[config.mk]
export PLATFORM = sky130hd
export DESIGN_NAME = dct_2d_ctrl
export DESIGN_NICKNAME = d
export VERILOG_FILES = /design/src/rtl/dct_pkg.sv /design/src/rtl/dct_vld_pipe.sv /design/src/rtl/dct_2d_ctrl.sv
export SDC_FILE = /design/constraint.sdc
export NUM_CORES = 1
export LEC_CHECK = 0
export CORE_MARGIN = 2
export CORE_UTILIZATION = 35
export DETAILED_ROUTE_END_ITERATION = 7
export GPL_TIMING_DRIVEN = 0
export PLACE_DENSITY = 0.72
export RECOVER_POWER = 100
export SKIP_LAST_GASP = 1
export SLEW_MARGIN = 15
export SYNTH_ARGS = -nofsm -noshare
export SYNTH_HDL_FRONTEND = slang
export SYNTH_HIERARCHICAL = 1
export SYNTH_SLANG_ARGS = --single-unit
[constraint.sdc]
create_clock -name clk -period 2.3 [get_ports clk]
set_clock_uncertainty 0.05 [all_clocks]
set_input_delay 0.46 -clock clk [delete_from_list [all_inputs] [get_ports clk]]
set_output_delay 0.46 -clock clk [all_outputs]
set_load 0.005 [all_outputs]
[src/rtl/dct_pkg.sv]
// rtl/dct_pkg.sv - shared types and constants for the 16x16 2D DCT controller
package dct_pkg;
  localparam int BLK_N = 16;
  localparam int IDX_W = 4;

  // Default latencies, kept in step with the DCT datapath build
  localparam int DEF_MEM_LAT = 1;
  localparam int DEF_ROW_LAT = 2;
  localparam int DEF_TB_LAT  = 1;
  localparam int DEF_COL_LAT = 2;

  typedef enum logic [2:0] {
    S_IDLE,
    S_ROW_RD,
    S_ROW_WAIT,
    S_COL_RD,
    S_COL_WAIT,
    S_DONE
  } state_t;
endpackage

[src/rtl/dct_vld_pipe.sv]
// rtl/dct_vld_pipe.sv - fixed-depth delay line for a {valid, idx} pair
module dct_vld_pipe
  import dct_pkg::*;
#(
  parameter int DEPTH = 1
) (
  input  logic             clk,
  input  logic             rst,
  input  logic             i_vld,
  input  logic [IDX_W-1:0] i_idx,
  output logic             o_vld,
  output logic [IDX_W-1:0] o_idx
);
  logic [DEPTH-1:0]            r_vld;
  logic [DEPTH-1:0][IDX_W-1:0] r_idx;

  always_ff @(posedge clk) begin
    if (rst) begin
      r_vld <= '0;
      r_idx <= '0;
    end else begin
      r_vld[0] <= i_vld;
      r_idx[0] <= i_idx;
      for (int i = 1; i < DEPTH; i++) begin
        r_vld[i] <= r_vld[i-1];
        r_idx[i] <= r_idx[i-1];
      end
    end
  end

  assign o_vld = r_vld[DEPTH-1];
  assign o_idx = r_idx[DEPTH-1];
endmodule

[src/rtl/dct_2d_ctrl.sv]
// rtl/dct_2d_ctrl.sv - block sequencer: row reads, transpose, column reads, output writes
module dct_2d_ctrl
  import dct_pkg::*;
#(
  parameter int NUM_BLOCKS = 32,
  parameter int ADDR_W     = 9,
  parameter int MEM_LAT    = DEF_MEM_LAT,
  parameter int ROW_LAT    = DEF_ROW_LAT,
  parameter int TB_LAT     = DEF_TB_LAT,
  parameter int COL_LAT    = DEF_COL_LAT
) (
  input  logic              clk,
  input  logic              rst,
  input  logic              start,
  output logic              busy,
  output logic              done,
  output logic [ADDR_W-5:0] blk_idx,
  output logic              mem_in_ren,
  output logic [ADDR_W-1:0] mem_in_addr,
  output logic              row_valid,
  output logic              tb_wen,
  output logic [3:0]        tb_waddr,
  output logic              tb_ren,
  output logic [3:0]        tb_raddr,
  output logic              col_valid,
  output logic              mem_out_wen,
  output logic [ADDR_W-1:0] mem_out_addr
);
  localparam int BLK_W = ADDR_W - 4;
  localparam logic [IDX_W-1:0] LAST_IDX = IDX_W'(BLK_N - 1);

  state_t           r_state, w_state_nxt;
  logic [IDX_W-1:0] r_cnt, w_cnt_nxt;
  logic [BLK_W-1:0] r_blk, w_blk_nxt;
  logic [IDX_W-1:0] w_rv_idx, w_cv_idx, w_mo_idx, w_mi_idx;

  always_ff @(posedge clk) begin
    if (rst) begin
      r_state <= S_IDLE;
      r_cnt   <= '0;
      r_blk   <= '0;
    end else begin
      r_state <= w_state_nxt;
      r_cnt   <= w_cnt_nxt;
      r_blk   <= w_blk_nxt;
    end
  end

  always_comb begin
    w_state_nxt = r_state;
    w_cnt_nxt   = r_cnt;
    w_blk_nxt   = r_blk;
    case (r_state)
      S_IDLE: begin
        if (start) begin
          w_state_nxt = S_ROW_RD;
          w_cnt_nxt   = '0;
          w_blk_nxt   = '0;
        end
      end
      S_ROW_RD: begin
        w_cnt_nxt = r_cnt + 1'b1;
        if (r_cnt == LAST_IDX) w_state_nxt = S_ROW_WAIT;
      end
      S_ROW_WAIT: begin
        if (tb_wen && tb_waddr == LAST_IDX) w_state_nxt = S_COL_RD;
      end
      S_COL_RD: begin
        w_cnt_nxt = r_cnt + 1'b1;
        if (r_cnt == LAST_IDX) w_state_nxt = S_COL_WAIT;
      end
      S_COL_WAIT: begin
        // The last column write drains the block; only then may the next block start
        if (mem_out_wen && w_mo_idx == LAST_IDX) begin
          if (r_blk == BLK_W'(NUM_BLOCKS - 1)) begin
            w_state_nxt = S_DONE;
          end else begin
            w_state_nxt = S_ROW_RD;
            w_blk_nxt   = r_blk + 1'b1;
          end
        end
      end
      S_DONE:  w_state_nxt = S_IDLE;
      default: w_state_nxt = S_IDLE;
    endcase
  end

  assign busy        = (r_state != S_IDLE) && (r_state != S_DONE);
  assign done        = (r_state == S_DONE);
  assign blk_idx     = r_blk;
  assign mem_in_ren  = (r_state == S_ROW_RD);
  assign tb_ren      = (r_state == S_COL_RD);
  assign w_mi_idx    = mem_in_ren ? r_cnt : '0;
  assign mem_in_addr = mem_in_ren ? {r_blk, r_cnt} : '0;
  assign tb_raddr    = tb_ren ? r_cnt : '0;
  assign mem_out_addr = mem_out_wen ? {r_blk, w_mo_idx} : '0;

  dct_vld_pipe #(.DEPTH(MEM_LAT)) u_mem_pipe (
    .clk(clk), .rst(rst), .i_vld(mem_in_ren), .i_idx(w_mi_idx),
    .o_vld(row_valid), .o_idx(w_rv_idx)
  );

  dct_vld_pipe #(.DEPTH(ROW_LAT)) u_row_pipe (
    .clk(clk), .rst(rst), .i_vld(row_valid), .i_idx(w_rv_idx),
    .o_vld(tb_wen), .o_idx(tb_waddr)
  );

  dct_vld_pipe #(.DEPTH(TB_LAT)) u_tb_pipe (
    .clk(clk), .rst(rst), .i_vld(tb_ren), .i_idx(tb_raddr),
    .o_vld(col_valid), .o_idx(w_cv_idx)
  );

  dct_vld_pipe #(.DEPTH(COL_LAT)) u_col_pipe (
    .clk(clk), .rst(rst), .i_vld(col_valid), .i_idx(w_cv_idx),
    .o_vld(mem_out_wen), .o_idx(w_mo_idx)
  );
endmodule

==> impl_metrics.csv, run 1 <==
group,metric,value,unit
cells_and_area,diodes,0,
floorplanning,row_count,25,
global_route,antenna_found_initial,0,
clocking,tritoncts,"done",
logic_synthesis,syn_nets,182,
detailed_routing,wl_met3,96,µm
detailed_routing,drc,0,
place,hpwl,2.419,mm
logic_synthesis,synth_ff_type,"dfxtp_1",
global_route,grt_first_pass_wirelength,5.671,mm
setup_path,reg2reg_depth,6,
detailed_routing,dr.max_layer_used,"met4",
clocking,clk_pin_slew,0.08,ns
clocking,clock_latency,0.29,ns
logic_synthesis,syn-cell-area,0.001720,mm²
clocking,numCtsBuffers,5,
setup_path,max_stage_delay,0.50,ns
detailed_routing,routedWlPerCell,11.48,µm
global_route,grtUsageTotal,13.46,%
setup_path,arrival,1.72,ns
global_route,grt_pass1_vias,1264,
sta,finalHoldViolCount,0,
cells_and_area,drive_above_1_share,21.46,%
detailed_routing,routed_wl,3.444,mm
cells_and_area,nNetsFinal,239,
clocking,cts_buffer_depth,2,
logic_synthesis,synth_async_sr_flop_share,0,%
setup_path,r2r_start,"blk_idx[0]$_SDFFE_PP0P_",
logic_synthesis,synth_cell_types,37,
setup_path,crit_slowest_cell,"clkdlybuf4s50_1",
sta,period_share,96.80,%
power,ir_drop,217.3,µV
logic_synthesis,ys_seq_area_share,48.87,%
setup_path,crit_type,"register to output pin",
clocking,htreeDepth,2,
clocking,cts.sinks,42,
floorplanning,initial_core_util,36.42,%
worst_hold_path,hold_class,"register to register",
setup_path,worst_r2r_endpoint,"blk_idx[2]$_SDFFE_PP0P_",
sta,setup_violations,0,
sta,final_max_slew_viol_count,0,
floorplanning,io_pins,42,
place,place.port_buffers,41,
setup_path,crit_required,1.79,ns
place,gp_congestion,0.7711,
setup_path,endpoint_kind,"output pin",
global_route,grt_max_degree,35,
logic_synthesis,synth_area_per_cell,9.775,µm²
setup_path,worstSetupStartpointType,"register",
setup_path,cp_cell_sequence,"buf_6 > nand2b_4 > nor2_4 > and2_1 > clkdlybuf4s50_1",
sta,fin_crit,2.227,ns
run,drv_cap,0,
setup_path,path_depth,5,
clocking,cts_root_buf,"clkbuf_8",
setup_path,setup.worst_path.end,"mem_in_addr[5]",
setup_path,reg2reg_setup_slack,0.30,ns
sta,worst_pin_slew,1.406,ns
detailed_routing,met1_length,1.593,mm
sta,slew_headroom,6.253,%
power,power,1263,µW
outcome,outcome,"finished clean",
sta,fin_tns_setup,0,ns
logic_synthesis,netlist_instances,176,
setup_path,worst-path-buf-inv,2,
detailed_routing,first_pass_iters,4,
setup_path,critical_path.top_delay_family,"buffers and inverters",
floorplanning,dieArea,0.005492,mm²
detailed_routing,drt-initial-drc-count,64,
detailed_routing,antenna_left,0,
sta,fmax,0.4491,GHz
clocking,cts-hold-fix-buffers,0,
detailed_routing,vias,1336,
cells_and_area,syn_to_final_growth,38.25,%
logic_synthesis,ys_ff_latch,42,
detailed_routing,viasPerCell,4.453,
floorplanning,die_x,74.11,µm
setup_path,crit_start,"r_state[2]$_SDFFE_PP0P_",
sta,rsz0062_at_grt,"yes",
logic_synthesis,yosysWarnings,6,
setup_path,critPathMaxFanout,10,
floorplanning,die-height,74.11,µm
floorplanning,core-area,0.004723,mm²
global_route,grt-ovfl-total,0,
detailed_routing,dr_wl_met2,1.687,mm
logic_synthesis,synth_edf_count,0,
power,power.density,530.8,mW/mm²
power,p_leak,0.001095,µW
[layer usage]
layer	up-vias	global-route usage (%)
li1	686	-
met1	612	17.14
met2	31	21.92
met3	7	3.523
met4	0	5.051
met5	-	0
[cell type report]
| class | count | area, µm² |
|---|---|---|
| fill | 450 | 2345 |
| sequential | 42 | 845.8 |
| multi-input combinational | 120 | 802.0 |
| timing repair buffer | 49 | 464.2 |
| buffer | 13 | 96.34 |
| tap | 67 | 83.83 |
| clock buffer | 5 | 68.82 |
| clock inverter | 2 | 10.01 |
| inverter | 2 | 7.507 |
[power by group]
group | total, µW | switching, µW | internal [µW] | leakage, µW
logic | 88.0 | 45.6 | 42.5 | 0.000711
registers | 736 | 4.08 | 731 | 0.000340
clock network | 439 | 235 | 204 | 0.0000438
[registers in the layout, summed over array words and instances (netlist names), 3 cells and up]
register          flops
u_col_pipe/r_idx      4
u_mem_pipe/o_idx      4
r_state               3
u_col_pipe/o_idx      4
blk_idx               5
u_tb_pipe/o_idx       4
r_cnt                 4
u_row_pipe/r_idx      4
u_row_pipe/o_idx      4
[cell usage in the layout, fill, tap and decap left out, types with 2 or more instances in the layout]
cell type	n
and2_4	4
nand2_1	7
a21oi_1	8
dlygate4sd3_1	20
clkbuf_1	2
nor2b_1	34
nand3_1	3
dlygate4sd2_1	4
nor2_4	2
clkbuf_4	2
dfxtp_1	40
o21ai_0	2
clkinv_2	2
buf_4	14
a22oi_1	2
ha_1	3
buf_6	2
xnor2_1	2
inv_1	2
clkbuf_8	5
and3_1	6
dlymetal6s2s_1	2
nor2_1	11
o21ai_1	3
nor3_1	3
clkdlybuf4s50_1	14
and2_2	8
and2_1	6
[worst reg2reg max path: stages (launching register included)]
cell	delay, ns
dfxtp_1	0.37
ha_1	0.25
and3_1	0.19
ha_1	0.22
nor4_2	0.54
a21oi_1	0.17
nor3_2	0.12
[synthesized netlist by cell type, types with 2 or more instances]
cell type	count	area [µm²]
xnor2_1	2	17.52
and2_1	10	62.56
a22oi_1	2	15.01
nor2b_1	34	212.7
and2_2	8	60.06
inv_1	2	7.510
nand2b_1	2	12.51
dfxtp_1	42	840.8
nor3_1	3	15.01
and3_1	6	37.54
clkbuf_1	3	11.26
nand2_1	6	22.52
nor2_1	11	41.29
nand3_1	3	15.01
ha_1	3	37.54
a21oi_1	8	40.04
o21ai_1	3	15.01
o21ai_0	2	10.01
buf_4	8	60.06
[per-stage QoR]
step | hold slack (ns) | instance area, µm² | util (%) | cells | worst slack, ns
detailed placement | 0.3734 | 2215 | 46.89 | 284 | -0.1322
CTS | 0.3911 | 2381 | 50.41 | 298 | 0.006227
floorplan | 0.3638 | 1720 | - | 176 | 0.5638
finish | 0.3892 | 2379 | 50.36 | 300 | 0.07349
global placement | 0.3686 | 2215 | 46.89 | 284 | -0.1376
global route | 0.4002 | 2379 | 50.36 | 300 | -0.01264
[worst min path at each step]
stage	from	to	cells past startpoint
2_1_floorplan	u_col_pipe/r_idx[0]$_SDFF_PP0_	u_col_pipe/o_idx[0]$_SDFF_PP0_	1
3_3_place_gp	u_row_pipe/r_idx[3]$_SDFF_PP0_	u_row_pipe/o_idx[3]$_SDFF_PP0_	1
3_5_place_dp	u_tb_pipe/o_idx[1]$_SDFF_PP0_	u_col_pipe/r_idx[1]$_SDFF_PP0_	1
4_1_cts	u_tb_pipe/o_idx[1]$_SDFF_PP0_	u_col_pipe/r_idx[1]$_SDFF_PP0_	1
5_1_grt	u_mem_pipe/o_idx[2]$_SDFF_PP0_	u_row_pipe/r_idx[2]$_SDFF_PP0_	1
6_report	u_tb_pipe/o_idx[2]$_SDFF_PP0_	u_col_pipe/r_idx[2]$_SDFF_PP0_	1
[timing repair]
| item | 4_1_cts | 5_1_grt |
|---|---|---|
| buffers inserted | 6 | 2 |
| resized for setup | 19 | 3 |
| cloned | 1 | 0 |
| endpoints found under the setup margin | 16 | 10 |
| pin swaps | 4 | 2 |
[cells by family after synthesis]
family                   count (synthesis)  share of synthesized area [%]
AO/OA/AOI/OAI                           20                          7.855
buffers and inverters                   15                          5.527
adder cells (fa/ha/maj)                  3                          2.182
flip-flops                              42                          48.87
AND/OR/NAND/NOR                         93                          34.04
XOR/XNOR                                 3                          1.528
Power figures use the tool's default switching activity.
==> inputs of run 2 (changes only) <==
--- a/config.mk
+++ b/config.mk
@@ -17,3 +17,4 @@
 export SYNTH_HDL_FRONTEND = slang
 export SYNTH_HIERARCHICAL = 1
 export SYNTH_SLANG_ARGS = --single-unit
+export TNS_END_PERCENT = 50
==> run 2 against run 1 <==
  * First-iteration DRC count fell by 1.6%
  * Register-to-register slack about the same
  * Global-route usage stayed put
  * Sequential share of layout area about the same
  * Sequential power about the same
  * Highest routed layer unchanged
==> impl_metrics.csv, run 2 (synthesis gave the netlist of run 1 again) <==
group,metric,value,unit
outcome,outcome,"finished clean",
sta,worst_pin_slew,1.415,ns
global_route,grt_use_met3,3.523,%
floorplanning,core-area,0.004723,mm²
clocking,cts_buffer_depth,2,
detailed_routing,first_pass_iters,4,
floorplanning,die-height,74.11,µm
worst_hold_path,hold_path_end,"u_col_pipe/r_idx[1]$_SDFF_PP0_",
cells_and_area,fillers,451,
global_route,grt_max_degree,35,
setup_path,reg2reg_depth,6,
sta,rsz0062_at_grt,"yes",
setup_path,endpoint_kind,"output pin",
sta,hold_ws,0.3892,ns
cells_and_area,diodes,0,
sta,slew_headroom,5.664,%
floorplanning,row_count,25,
detailed_routing,viasPerCell,4.453,
clocking,clk_pin_slew,0.08,ns
setup_path,worstSetupStartpointType,"register",
worst_hold_path,hold_depth,1,
setup_path,crit_type,"register to output pin",
cells_and_area,largest_reg_flops,5,
detailed_routing,drt-initial-drc-count,63,
sta,fmax,0.4435,GHz
clocking,clock_latency,0.29,ns
cells_and_area,nNetsFinal,239,
place,dpl_worst_slack,-0.1322,ns
cells_and_area,final_common_cell,"dfxtp_1",
place,gp_congestion,0.7711,
floorplanning,die_x,74.11,µm
cells_and_area,syn_to_final_growth,38.11,%
detailed_routing,routed_wl,3.443,mm
detailed_routing,drc,0,
sta,finalHoldViolCount,0,
power,power.density,531.5,mW/mm²
global_route,grt_first_pass_wirelength,5.671,mm
sta,fin_crit,2.255,ns
power,ir_drop,217.3,µV
cells_and_area,final_cell_mix,"40 x dfxtp_1, 34 x nor2b_1, 20 x dlygate4sd3_1, 15 x clkdlybuf4s50_1, 15 x buf_4",
power,p_leak,0.001076,µW
floorplanning,initial_core_util,36.42,%
sta,period_share,98.04,%
sta,final_max_slew_viol_count,0,
detailed_routing,antenna_left,0,
setup_path,critPathMaxFanout,10,
place,place.port_buffers,41,
setup_path,r2r_start,"blk_idx[0]$_SDFFE_PP0P_",
worst_hold_path,hp-start,"u_tb_pipe/o_idx[1]$_SDFF_PP0_",
global_route,grtUsageTotal,13.46,%
clocking,numCtsBuffers,5,
detailed_routing,routedWlPerCell,11.48,µm
cells_and_area,drive_above_1_share,21.46,%
clocking,cts_root_buf,"clkbuf_8",
worst_hold_path,hold_class,"register to register",
run,drv_cap,0,
floorplanning,io_pins,42,
floorplanning,dieArea,0.005492,mm²
global_route,grt.met1_usage,17.14,%
cells_and_area,fin_util,50.30,%
setup_path,reg2reg_setup_slack,0.30,ns
sta,layout_setup_ws,0.04506,ns
place,hpwl,2.419,mm
setup_path,crit_start,"r_state[2]$_SDFFE_PP0P_",
global_route,use_met2,21.92,%
clocking,htreeDepth,2,
sta,setup_violations,0,
global_route,top_usage_layer,"met2",
setup_path,crit_required,1.79,ns
detailed_routing,vias,1336,
global_route,grt-ovfl-total,0,
setup_path,worst_r2r_endpoint,"blk_idx[2]$_SDFFE_PP0P_",
clocking,cts.sinks,42,
cells_and_area,regArea,845.8,µm²
cells_and_area,multiInputGateArea,802.0,µm²
global_route,grt_pass1_vias,1264,
setup_path,arrival,1.74,ns
clocking,tritoncts,"done",
global_route,antenna_found_initial,0,
## run 2: report_power, final
group | leakage, µW | switching [µW] | internal, µW
Combinational | 0.000692 | 45.9 | 42.6
Sequential | 0.000340 | 4.13 | 732
Clock | 0.0000438 | 235 | 204
## run 2: area by class of cell
cell class / instances / area share (%)
buffer: 13 / 4.055
clock buffer: 5 / 2.896
sequential: 42 / 35.60
tap: 67 / 3.528
multi-input combinational: 120 / 33.75
inverter: 2 / 0.3160
timing repair buffer: 49 / 19.43
clock inverter: 2 / 0.4213
## run 2: layer usage
layer | vias to the layer above | routed length [µm]
met4 | 0 | 67
met5 | - | 0
met2 | 29 | 1694
met1 | 616 | 1589
li1 | 684 | -
met3 | 7 | 91
## run 2: worst max-delay path: stages (launching register included)
cell	delay, ns
dfxtp_4	0.35
buf_6	0.13
nand2b_4	0.18
nor2_4	0.15
and2_1	0.14
clkdlybuf4s50_1	0.50
## run 2: worst max-delay path by stage
stage,endpoint,depth (start not counted)
global placement,r_state[1]$_SDFFE_PP0P_,3
CTS,tb_raddr[3],4
detailed placement,r_cnt[0]$_SDFFE_PP0P_,3
global route,mem_in_addr[6],5
floorplan,blk_idx[4]$_SDFFE_PP0P_,6
finish,mem_in_addr[6],5
## run 2: through the flow
| step | std cells | power (µW) | TNS [ns] | cell area [µm²] |
|---|---|---|---|---|
| after CTS | 298 | 1275 | -0.09099 | 2380 |
| final | 300 | 1263 | 0 | 2376 |
| after detailed placement | 284 | 822.0 | -1.172 | 2215 |
| after global placement | 284 | 823.0 | -1.359 | 2215 |
| after global routing | 300 | 1322 | -0.03052 | 2376 |
| after floorplan | 176 | 790.9 | 0 | 1720 |
## run 2: repair_timing
item,CTS,global route
hold buffers,0,0
endpoints found under the hold margin,0,0
pin swaps,4,2
endpoints found under the setup margin,16,11
buffers inserted,6,2
cloned,1,0
resized for setup,18,4
==> inputs of run 3 (changes only) <==
--- a/config.mk
+++ b/config.mk
@@ -7,6 +7,7 @@
 export LEC_CHECK = 0
 export CORE_MARGIN = 2
 export CORE_UTILIZATION = 35
+export CTS_CLUSTER_SIZE = 12
 export DETAILED_ROUTE_END_ITERATION = 7
 export GPL_TIMING_DRIVEN = 0
 export PLACE_DENSITY = 0.72
==> results of run 3 <==
Same layout as run 2: the final DEF is identical, and so are final timing and power.
